### src/rtl/decade_disp_pkg.sv
// rtl/decade_disp_pkg.sv - shared types, segment constants and BCD decode for the decade display driver
package decade_disp_pkg;

   typedef logic [3:0] bcd_t;

   // Segment order is {g,f,e,d,c,b,a}, active-low.
   localparam logic [6:0] SEG_BLANK = 7'b1111111;
   localparam logic [6:0] SEG_DASH  = 7'b0111111;

   function automatic logic [6:0] bcd_to_seg(input logic [3:0] d);
      logic [6:0] s;
      case (d)
         4'd0:    s = 7'b1000000;
         4'd1:    s = 7'b1111001;
         4'd2:    s = 7'b0100100;
         4'd3:    s = 7'b0110000;
         4'd4:    s = 7'b0011001;
         4'd5:    s = 7'b0010010;
         4'd6:    s = 7'b0000010;
         4'd7:    s = 7'b1111000;
         4'd8:    s = 7'b0000000;
         4'd9:    s = 7'b0010000;
         default: s = SEG_DASH;
      endcase
      return s;
   endfunction

endpackage

### src/rtl/bcd_digit_cell.sv
// rtl/bcd_digit_cell.sv - one BCD digit of the accumulated count with combinational carry out
module bcd_digit_cell
   import decade_disp_pkg::*;
(
   input  logic clk,
   input  logic rst,
   input  logic clr,
   input  logic inc,
   output logic carry_out,
   output bcd_t digit
);

   // Carry is combinational so a whole 9..9 run rolls over in the event's cycle.
   assign carry_out = inc & (digit == 4'd9);

   always_ff @(posedge clk) begin
      if (rst || clr) begin
         digit <= 4'd0;
      end else if (inc) begin
         digit <= (digit == 4'd9) ? 4'd0 : digit + 4'd1;
      end
   end

endmodule

### src/rtl/decade_display_driver.sv
// rtl/decade_display_driver.sv - accumulates decade-counter wraps and scans all digits onto a 7-segment display
module decade_display_driver
   import decade_disp_pkg::*;
#(
   parameter int NUM_DIGITS = 4,
   parameter int SCAN_DIV   = 100000,
   parameter int BLANK_LZ   = 1
) (
   input  logic                  clk,
   input  logic                  rst,
   input  logic [3:0]            count_in,
   input  logic                  ten_in,
   input  logic                  clr,
   output logic [NUM_DIGITS-1:0] an,
   output logic [6:0]            seg,
   output logic                  overflow
);

   localparam int CW = (SCAN_DIV > 1) ? $clog2(SCAN_DIV) : 1;
   localparam int IW = $clog2(NUM_DIGITS);

   logic                  ten_d;
   logic                  ten_evt;
   logic [NUM_DIGITS-1:1] inc;
   logic [NUM_DIGITS-1:1] carry;
   bcd_t [NUM_DIGITS-1:1] digits;
   logic [NUM_DIGITS-1:1] blank;
   logic                  all_zero;
   logic                  sel_blank;
   bcd_t                  sel_digit;
   logic [CW-1:0]         scan_cnt;
   logic [IW-1:0]         scan_idx;
   logic [6:0]            next_seg;

   // ten_d tracks ten_in even through reset, so a level held across reset release is not an edge.
   always_ff @(posedge clk) begin
      ten_d <= ten_in;
   end

   assign ten_evt = ten_in & ~ten_d;

   genvar k;
   generate
      for (k = 1; k < NUM_DIGITS; k++) begin : g_digit
         if (k == 1) begin : g_first
            assign inc[k] = ten_evt;
         end else begin : g_chain
            assign inc[k] = carry[k-1];
         end
         bcd_digit_cell u_cell (
            .clk       (clk),
            .rst       (rst),
            .clr       (clr),
            .inc       (inc[k]),
            .carry_out (carry[k]),
            .digit     (digits[k])
         );
      end
   endgenerate

   always_ff @(posedge clk) begin
      if (rst || clr) begin
         overflow <= 1'b0;
      end else if (carry[NUM_DIGITS-1]) begin
         overflow <= 1'b1;
      end
   end

   always_ff @(posedge clk) begin
      if (rst) begin
         scan_cnt <= '0;
         scan_idx <= '0;
      end else if (scan_cnt == CW'(SCAN_DIV - 1)) begin
         scan_cnt <= '0;
         scan_idx <= (scan_idx == IW'(NUM_DIGITS - 1)) ? '0 : scan_idx + 1'b1;
      end else begin
         scan_cnt <= scan_cnt + 1'b1;
      end
   end

   // A digit is a leading zero when it and everything above it are zero.
   always_comb begin
      blank     = '0;
      all_zero  = 1'b1;
      sel_blank = 1'b0;
      sel_digit = 4'd0;
      for (int i = NUM_DIGITS - 1; i >= 1; i--) begin
         all_zero = all_zero & (digits[i] == 4'd0);
         blank[i] = all_zero;
      end
      for (int i = 1; i < NUM_DIGITS; i++) begin
         if (scan_idx == IW'(i)) begin
            sel_digit = digits[i];
            sel_blank = blank[i];
         end
      end
      if (scan_idx == '0) begin
         next_seg = bcd_to_seg(count_in);
      end else if ((BLANK_LZ != 0) && sel_blank) begin
         next_seg = SEG_BLANK;
      end else begin
         next_seg = bcd_to_seg(sel_digit);
      end
   end

   // Blanked digits keep their anode enabled so every slot has the same duty cycle.
   always_ff @(posedge clk) begin
      if (rst) begin
         an  <= '1;
         seg <= SEG_BLANK;
      end else begin
         an  <= ~(NUM_DIGITS'(1) << scan_idx);
         seg <= next_seg;
      end
   end

endmodule

### config.mk
export PLATFORM = sky130hd
export DESIGN_NAME = decade_display_driver
export DESIGN_NICKNAME = d
export VERILOG_FILES = /design/src/rtl/decade_disp_pkg.sv /design/src/rtl/bcd_digit_cell.sv /design/src/rtl/decade_display_driver.sv
export SDC_FILE = /design/constraint.sdc
export NUM_CORES = 1
export LEC_CHECK = 0
export ABC_CLOCK_PERIOD_IN_PS = 2900
export CAP_MARGIN = 40
export CORE_ASPECT_RATIO = 0.6
export CORE_UTILIZATION = 30
export CTS_BUF_LIST = sky130_fd_sc_hd__clkbuf_4
export DETAILED_ROUTE_END_ITERATION = 10
export DONT_BUFFER_PORTS = 1
export PLACE_DENSITY = 0.54
export REMOVE_ABC_BUFFERS = 1
export SLEW_MARGIN = 20
export SYNTH_ARGS = -nofsm -noshare
export SYNTH_HDL_FRONTEND = slang
export SYNTH_HIERARCHICAL = 1
export SYNTH_SLANG_ARGS = --single-unit
### constraint.sdc
create_clock -name clk -period 2.9 [get_ports clk]
set_input_delay 0.29 -clock clk [delete_from_list [all_inputs] [get_ports clk]]
set_output_delay 0.29 -clock clk [all_outputs]
set_load 0.02 [all_outputs]
* Word level (Yosys, flattened, before mapping) *
Memories as Yosys holds them, arrays and structs flattened.
Cells that the tools add are included.

storage, ports and cells
  bits in registers = 44
  ROM bits = 224
  input bits = 8
  memories = 2

memory list
  name             depth  bits a word  rd ports  clocked after memory_dff  write ports  line                   RTL
  (no name shown)  16     7            1         0                         0            decade_disp_pkg.sv:12  case (d)
  (no name shown)  16     7            1         0                         0            decade_disp_pkg.sv:12

cells by class
  add/subtract/negate cells = 5
  eq/ne operators = 7
  shift-type cells = 1
  muxes and demuxes = 12
  bitwise gates (word level) = 8
  reduce and logical (&&, ||, !) cells = 6

operator list
  kind                                             count
  two-way mux 4 bit                                6
  adder 17 x 1 -> 17 bit, second input constant    1
  == test 17 bit, second input constant            1
  two-way mux 7 bit                                2
  adder 4 x 1 -> 4 bit, second input constant      3
  == test 4 bit, second input constant             3
  zero test 4 bit                                  3
  bitwise AND 1 bit                                6
  == test 2 bit, second input constant             2
  NOT 4 bit                                        1
  left shift 1 x 2 -> 4 bit, first input constant  1
  two-way mux 1 bit                                3
  adder 2 x 1 -> 2 bit, second input constant      1
  == test 2 x 1 -> 1 bit, second input constant    1
  zero test 2 bit                                  1
  two-way mux 2 bit                                1
  OR reduction 2 bit                               1
  logical OR 1 bit                                 1
  NOT 1 bit                                        1

* Logic depth before layout (Yosys ltp) *
Gate-level depths: netlist of the first run.

  depth in word-level cells = 8
  gate-level depth with buffers = 9
  gate-level depth less buffers = 9

* By module *
Netlist of the first run, hierarchy kept.

by module, submodules not included
  module                 times used  cells each  area each (µm²)  seq. area each (µm²)
  decade_display_driver  1           196         1727.9           640.6
  bcd_digit_cell         3           20          192.7            80.1

* Worst setup path before layout of the first run *
Ideal clock, no wire load.

  kind = input to register
  start = input port ten_in
  end = register g_digit[3].u_cell.digit[1]
  data arrival time = 2.178 ns
  data required time = 2.821 ns
  path slack = 0.643 ns
  stages = 8
  path buffers = 0
  cell sequence = nor2b_1 nand2_2 nor3b_1 nand2_2 nor3b_1 nand2_2 or3_1 a211oi_2

on the way
  longest elaborated chain between the ends = 3

RTL lines
  what                  line                         RTL
  from (decl)           decade_display_driver.sv:12  input logic ten_in,
  bitwise AND 1 bit     decade_display_driver.sv:40  assign ten_evt = ten_in & ~ten_d;
  bitwise AND 1 bit     bcd_digit_cell.sv:14         assign carry_out = inc & (digit == 4'd9);
  via carry (one bit)   decade_display_driver.sv:25  logic [NUM_DIGITS-1:1] carry;
  bitwise AND 1 bit     bcd_digit_cell.sv:14
  via carry (one bit)   decade_display_driver.sv:25
  to (signal assigned)  bcd_digit_cell.sv:20         digit <= (digit == 4'd9) ? 4'd0 : digit + 4'd1;
  to (decl)             bcd_digit_cell.sv:10         output bcd_t digit

The timed path passes the listed nets, and every way through them passes these cells.
A chain may end at the register's enable or synchronous reset.

* Worst setup path after layout of the first run *
  start = register ten_d
  end = register g_digit[3].u_cell.digit[1]

on the way
  longest elaborated chain between the ends = 4

RTL lines
  what                    line                         RTL
  from (decl)             decade_display_driver.sv:22  logic ten_d;
  from (signal assigned)  decade_display_driver.sv:37  ten_d <= ten_in;
  NOT 1 bit               decade_display_driver.sv:40
  bitwise AND 1 bit       decade_display_driver.sv:40
  via ten_evt             decade_display_driver.sv:23  logic ten_evt;
  bitwise AND 1 bit       bcd_digit_cell.sv:14
  via carry (one bit)     decade_display_driver.sv:25
  bitwise AND 1 bit       bcd_digit_cell.sv:14
  via carry (one bit)     decade_display_driver.sv:25

The timed path passes the listed nets, and every way through them passes these cells.

==> results of run 1 <==
## worst min path at each step
stage / start / to / depth (start not counted)
after floorplan: ten_in / ten_d / 0
after global placement: ten_in / ten_d / 0
after detailed placement: ten_in / ten_d / 0
after CTS: rst / seg[6] / 1
after global routing: rst / seg[6] / 1
final: rst / seg[6] / 1
## cells by family (layout without fill, tap and decap cells)
kind of cell,after synthesis,after routing,synth area share (%)
AOI/OAI and AO/OA,42,42,13.7
xor gates and xnor gates,22,22,8.36
adders and majority gates,11,11,5.97
buffers and inverters,15,20,3.36
DFF,44,44,38.2
muxes,1,1,0.434
and+or+nand+nor,121,121,30.0
## metal layers
metal,up-vias,share of wire [%],GRT usage [%]
li1,903,-,-
met1,780,62,20.9
met2,27,32,14.8
met3,5,5.4,4.86
met4,0,0.74,2.60
met5,-,0,0
## final cells by class
type,count,share of cell area (%)
inverter,8,1.21
tap,104,5.25
sequential,44,35.5
multi-input combinational,197,54.3
clock inverter,3,0.555
clock buffer,5,1.51
timing repair buffer,4,1.61
## placed cells by master, fill, tap and decap left out, types with 4 or more instances in the layout
master,n
sky130_fd_sc_hd__nand4_1,4
sky130_fd_sc_hd__xnor2_1,9
sky130_fd_sc_hd__o21ai_0,9
sky130_fd_sc_hd__nand3_1,15
sky130_fd_sc_hd__dlygate4sd3_1,4
sky130_fd_sc_hd__xor2_1,13
sky130_fd_sc_hd__nand3b_1,5
sky130_fd_sc_hd__a211oi_1,4
sky130_fd_sc_hd__ha_1,11
sky130_fd_sc_hd__nor2_1,24
sky130_fd_sc_hd__nand2_1,15
sky130_fd_sc_hd__nand2b_1,8
sky130_fd_sc_hd__a21oi_1,9
sky130_fd_sc_hd__dfxtp_1,44
sky130_fd_sc_hd__clkbuf_4,5
sky130_fd_sc_hd__nor3_1,9
sky130_fd_sc_hd__inv_1,8
sky130_fd_sc_hd__nor2b_1,10
sky130_fd_sc_hd__nor4_1,4
sky130_fd_sc_hd__or3_1,5
## state kept, by name, indices dropped and copies added (netlist names)
name,flops
scan_cnt,17
g_digit.u_cell/digit,12
seg,7
an,4
scan_idx,2
overflow,1
ten_d,1
## per-stage QoR
| step | hold slack, ps | instance area (um2) | power [uW] | instances |
|---|---|---|---|---|
| detailed placement | 318 | 2390 | 695 | 353 |
| global placement | 318 | 2390 | 695 | 353 |
| finish | 22.1 | 2480 | 986 | 365 |
| global route | 1.29 | 2480 | 1040 | 365 |
| CTS | 6.72 | 2480 | 1010 | 365 |
| floorplan | 318 | 2260 | 684 | 249 |
## repair_timing
item                                   in CTS  in global routing
endpoints found under the hold margin      19                  0
hold buffers                                4                  0
resized for setup                           0                  0
## power by group through the flow
stage | Combinational, uW | Clock, uW | Sequential (uW)
after floorplan | 33.2 | 0 | 651
after global placement | 41.5 | 0 | 654
after detailed placement | 40.9 | 0 | 654
after CTS | 53.2 | 314 | 641
after global routing | 60.2 | 339 | 643
final | 53.2 | 293 | 640
## critical path, stage by stage, from the launching register on
cell and delay [ps]:
sky130_fd_sc_hd__dfxtp_1 320, sky130_fd_sc_hd__nor2b_1 280, sky130_fd_sc_hd__nand2_2 110, sky130_fd_sc_hd__nor3b_1 500, sky130_fd_sc_hd__nand2_2 140, sky130_fd_sc_hd__nor3b_1 490
sky130_fd_sc_hd__nand2_2 130, sky130_fd_sc_hd__or3_1 350, sky130_fd_sc_hd__a211oi_2 170
==> metrics.yaml, run 1 <==
logic_synthesis:
  synthDistinctLibCells: 48
  asyncSetResetFlopFracSynth_pct: 0
  yosysWarnings: 6
  synth_largest_type_area_fraction_pct: 38.2
  most_area_consuming_cells_after_synthesis: "sky130_fd_sc_hd__dfxtp_1, sky130_fd_sc_hd__ha_1, sky130_fd_sc_hd__xor2_1"
  synth-edff-count: 0
  synth_ff_type: "sky130_fd_sc_hd__dfxtp_1"
  yosysMostFrequentCell: "sky130_fd_sc_hd__dfxtp_1"
  yosysTopAreaCell: "sky130_fd_sc_hd__dfxtp_1"
  post_synth_design_cell_area_um2: 2310
  part_of_the_yosys_area_used_for_sequential_elements_pct: 38.2
  syn_area_per_cell_um2: 9.01
  synthTopCellsByCount: "sky130_fd_sc_hd__dfxtp_1, sky130_fd_sc_hd__nor2_1, sky130_fd_sc_hd__nand2_1, sky130_fd_sc_hd__nand3_1, sky130_fd_sc_hd__xor2_1"
  ys_ff_latch: 44
  synthCells: 256
die:
  top_level_ports: 20
  floorplan.die.height_um: 69.9
  die_w_um: 115
  initial_utilization_pct: 31.3
  core_area_um2: 7360
  design.die.area_um2: 8050
  std_cell_rows: 24
power:
  cellLeakagePower_uw: 0.000885
  swShare_pct: 25.9
  combPwrFrac_pct: 5.4
  internal-power_uw: 730
  power.switching_uw: 256
  seq_power_share_pct: 64.9
  power_frac_clock_pct: 29.7
  power_per_cell_area_nw_per_um2: 398
  worst_ir_drop_vdd_mv: 0.218
sta:
  setup_viol: 0
  timing.max_slew.rel_slack_pct: 45.8
  maxClockFrequency_ghz: 0.389
  finalMaxSlewViolations: 0
  hold_viol_final: 0
  layout_worst_path_cycle_share_pct: 88.6
  timing.clock.skew_ps: 20.4
  period_needed_ps: 2570
  rsz0062_at_grt: "false"
  total_negative_slack_ps: 0
  post-route-worst-setup-slack_ps: 331
  worst_pin_slew_ps: 811
layout:
  final_layout_size_suffix_gt1_share_pct: 11.1
  nNetsFinal: 279
  multi_input_area_um2: 1350
  area_growth_pct: 7.54
  nFillCells: 762
  seq_area_um2: 881
  fin_util_pct: 33.7
  diodes: 0
grt:
  global_route_wire_length_before_repair_mm: 7.96
  global_route.overflow_total: 0
  antenna_violations_before_repair: 0
  grt_pass1_vias: 1603
  groute.usage.overall_pct: 12.8
  maximum_number_of_pins_on_one_net_before_global_route_repair: 19
placed_design:
  place_ws_ps: 349
  dp.final_hpwl_mm: 3.27
  io_buffers: 0
  globalplace.congestion: 0.804
clock_tree:
  clock_insertion_delay_worst_skew_ps: 370
  post_cts.repair.setup_buffers: 0
  cts.clk_slew.worst_paths_ps: 140
  cts_tree: "yes"
  cts-htree-levels: 2
  numCtsBuffers: 5
  clockRootBuffer: "sky130_fd_sc_hd__clkbuf_4"
  cts-root-to-sink-buffers: 2
  tritoncts_num_sinks: 44
routing:
  drt_pass1_iterations: 4
  vias_per_cell: 4.70
  drt-wirelength-per-cell_um: 13.0
  drt_drc_violations_left: 0
  drtAntennaViolNets: 0
  dr.first_iter.drc_count: 63
  dr_total_vias: 1715
  drt_wl_total_mm: 4.73
worst_setup_path:
  critical_path_peak_fanout: 4
  rr_startpoint: "ten_d"
  critPathLaunchType: "flop"
  timing.setup.critical_path_class: "reg2reg"
  cp.required_ps: 3180
  reg2regPathDepth: 8
  end_kind: "flop"
  worstSetupEndpoint: "g_digit[3].u_cell/digit[1]"
  worst-r2r-setup-slack_ps: 330
  r2r_end: "g_digit[3].u_cell/digit[1]"
  crit_start: "ten_d"
  endpoint_arrival_time_on_the_critical_path_ps: 2850
worst_hold_path:
  timing.hold.worst.class: "in2reg"
status:
  run_status: "completed"
run:
  max_cap_violations: 0
No activity file was read; power rests on OpenSTA's default activity.
==> inputs of run 2 (changes only) <==
--- a/config.mk
+++ b/config.mk
@@ -9,7 +9,7 @@
 export CAP_MARGIN = 40
 export CORE_ASPECT_RATIO = 0.6
 export CORE_UTILIZATION = 30
-export CTS_BUF_LIST = sky130_fd_sc_hd__clkbuf_4
+export CTS_BUF_LIST = sky130_fd_sc_hd__clkbuf_16
 export DETAILED_ROUTE_END_ITERATION = 10
 export DONT_BUFFER_PORTS = 1
 export PLACE_DENSITY = 0.54
==> metrics.yaml, run 2 (synthesis results as in run 1) <==
status:
  run_status: "completed"
sta:
  hold_viol_final: 0  # unchanged
  rsz0062_at_grt: "false"
  total_negative_slack_ps: 0  # unchanged
  worst_pin_slew_ps: 654  # -156 ps
  finalMaxSlewViolations: 0  # unchanged
  timing.max_slew.rel_slack_pct: 56.4  # +11 points
  hold-worst-slack_ps: 25.5  # +3.35 ps
  maxClockFrequency_ghz: 0.390  # +0.29%
  post-route-worst-setup-slack_ps: 338  # +7.43 ps
  period_needed_ps: 2560  # -7.43 ps
  setup_viol: 0  # unchanged
  layout_worst_path_cycle_share_pct: 88.3  # -0.26 points
  timing.clock.skew_ps: 6.55  # -13.9 ps
die:
  initial_utilization_pct: 31.3  # unchanged
  design.die.area_um2: 8050  # unchanged
  top_level_ports: 20  # unchanged
  die_w_um: 115  # unchanged
  std_cell_rows: 24  # unchanged
  floorplan.die.height_um: 69.9  # unchanged
  core_area_um2: 7360  # unchanged
clock_tree:
  cts_resized: 0  # unchanged
  cts-htree-levels: 2  # unchanged
  cts_tree: "yes"
  numCtsBuffers: 5  # unchanged
  cts.clk_slew.worst_paths_ps: 60  # -80 ps
  tritoncts_num_sinks: 44  # unchanged
  post_cts.repair.setup_buffers: 0  # unchanged
  clock_insertion_delay_worst_skew_ps: 290  # -80 ps
  cts.hold.buffers_added: 0  # -4
  cts-root-to-sink-buffers: 2  # unchanged
  clockRootBuffer: "sky130_fd_sc_hd__clkbuf_16"
layout:
  layout_common_cells: "sky130_fd_sc_hd__dfxtp_1, sky130_fd_sc_hd__nor2_1, sky130_fd_sc_hd__nand3_1, sky130_fd_sc_hd__nand2_1, sky130_fd_sc_hd__xor2_1"
  nNetsFinal: 275  # -1.4%
  instances_no_fill: 361  # -1.1%
  diodes: 0  # unchanged
  reg.largest.list: "scan_cnt x17, g_digit.u_cell/digit x12, seg x7"
  final_layout_size_suffix_gt1_share_pct: 11.3  # +0.17 points
  max_flop_register: "scan_cnt"
  post-route-cell-area_um2: 2530  # +1.9%
  area_growth_pct: 9.60
  leading_cell_type_in_the_layout_fill_and_taps_excluded: "sky130_fd_sc_hd__dfxtp_1"
  largest_register_ff_count: 17  # unchanged
routing:
  drt-wirelength-per-cell_um: 12.5  # -3.8%
  dr_total_vias: 1681  # -2.0%
  dr.first_iter.drc_count: 81  # +29%
  drt_wl_total_mm: 4.50  # -4.9%
  drt_drc_violations_left: 0  # unchanged
  drt_pass1_iterations: 4  # unchanged
  drtAntennaViolNets: 0  # unchanged
  vias_per_cell: 4.66  # -0.90%
run:
  max_cap_violations: 0  # unchanged
grt:
  groute.usage.overall_pct: 12.4  # -0.41 points
  maximum_number_of_pins_on_one_net_before_global_route_repair: 24  # +5
  antenna_violations_before_repair: 0  # unchanged
  grt_pass1_vias: 1544  # -3.7%
  global_route.overflow_total: 0  # unchanged
  global_route_wire_length_before_repair_mm: 7.62  # -4.2%
power:
  worst_ir_drop_vdd_mv: 0.184  # -16%
  cellLeakagePower_uw: 0.000907  # +2.5%
  power_per_cell_area_nw_per_um2: 487  # +22%
worst_hold_path:
  timing.hold.worst.class: "in2reg"
worst_setup_path:
  cp.required_ps: 3110  # -70 ps
  timing.setup.critical_path_class: "reg2reg"
  critical_path_peak_fanout: 4  # unchanged
  critPathLaunchType: "flop"
  endpoint_arrival_time_on_the_critical_path_ps: 2770  # -80 ps
  end_kind: "flop"
placed_design:
  dpl.cell_count: 353  # unchanged
  dp.final_hpwl_mm: 3.27  # unchanged
  place_ws_ps: 349  # unchanged
  dp_area_um2: 2390  # unchanged
  globalplace.congestion: 0.804  # unchanged
  io_buffers: 0  # unchanged
run 2: cell types whose count changed in the layout (fill, tap and decap cells not counted), sizes merged:
cell	delta
dlygate4sd3	-4
run 2: final timing paths:
check / slack [ps] / endpoint / startpoint / cells past startpoint
min: 30 / ten_d / ten_in / 0
max reg2reg: 340 / g_digit[3].u_cell/digit[1] / ten_d / 8
max: 340 / g_digit[3].u_cell/digit[1] / ten_d / 8
min reg2reg: 470 / scan_cnt[0] / scan_cnt[0] / 1
run 2: layout make-up:
cell class / count / area (um2)
Fill cell: 754 / 4830
Clock inverter: 3 / 13.8
Multi-Input combinational cell: 197 / 1350
Tap cell: 104 / 130
Clock buffer: 5 / 125
Inverter: 8 / 30.0
Sequential cell: 44 / 881
run 2: power breakdown:
| group | internal, uW | switching (uW) | leakage [uW] |
|---|---|---|---|
| Clock | 313 | 237 | 0.0000710 |
| Sequential | 619 | 21.1 | 0.000358 |
| Combinational | 18.4 | 22.5 | 0.000478 |
| Total | 951 | 280 | 0.000907 |
run 2: critical path, cell delays in order, from the launching register on:
cell	delay, ps
sky130_fd_sc_hd__dfxtp_1	290
sky130_fd_sc_hd__nor2b_1	290
sky130_fd_sc_hd__nand2_2	120
sky130_fd_sc_hd__nor3b_1	500
sky130_fd_sc_hd__nand2_2	140
sky130_fd_sc_hd__nor3b_1	490
sky130_fd_sc_hd__nand2_2	130
sky130_fd_sc_hd__or3_1	350
sky130_fd_sc_hd__a211oi_2	170
run 2: metrics by stage:
stage	util (%)	total power, uW
after floorplan	-	684
after global placement	32.5	695
after detailed placement	32.5	695
after CTS	34.4	1250
after global routing	34.4	1280
final	34.4	1230
run 2: per-layer routing:
layer	GRT usage, %	part of all wire (%)	up-vias
met4	3.46	0.84	0
met1	20.3	62	747
met5	0	0	-
li1	-	-	901
met3	4.86	5.8	4
met2	13.7	31	29
==> inputs of run 3 (changes only) <==
--- a/config.mk
+++ b/config.mk
@@ -14,6 +14,7 @@
 export DONT_BUFFER_PORTS = 1
 export PLACE_DENSITY = 0.54
 export REMOVE_ABC_BUFFERS = 1
+export SKIP_LAST_GASP = 1
 export SLEW_MARGIN = 20
 export SYNTH_ARGS = -nofsm -noshare
 export SYNTH_HDL_FRONTEND = slang
==> results of run 3 <==
Final layout, timing and power as in run 2 (identical DEF).
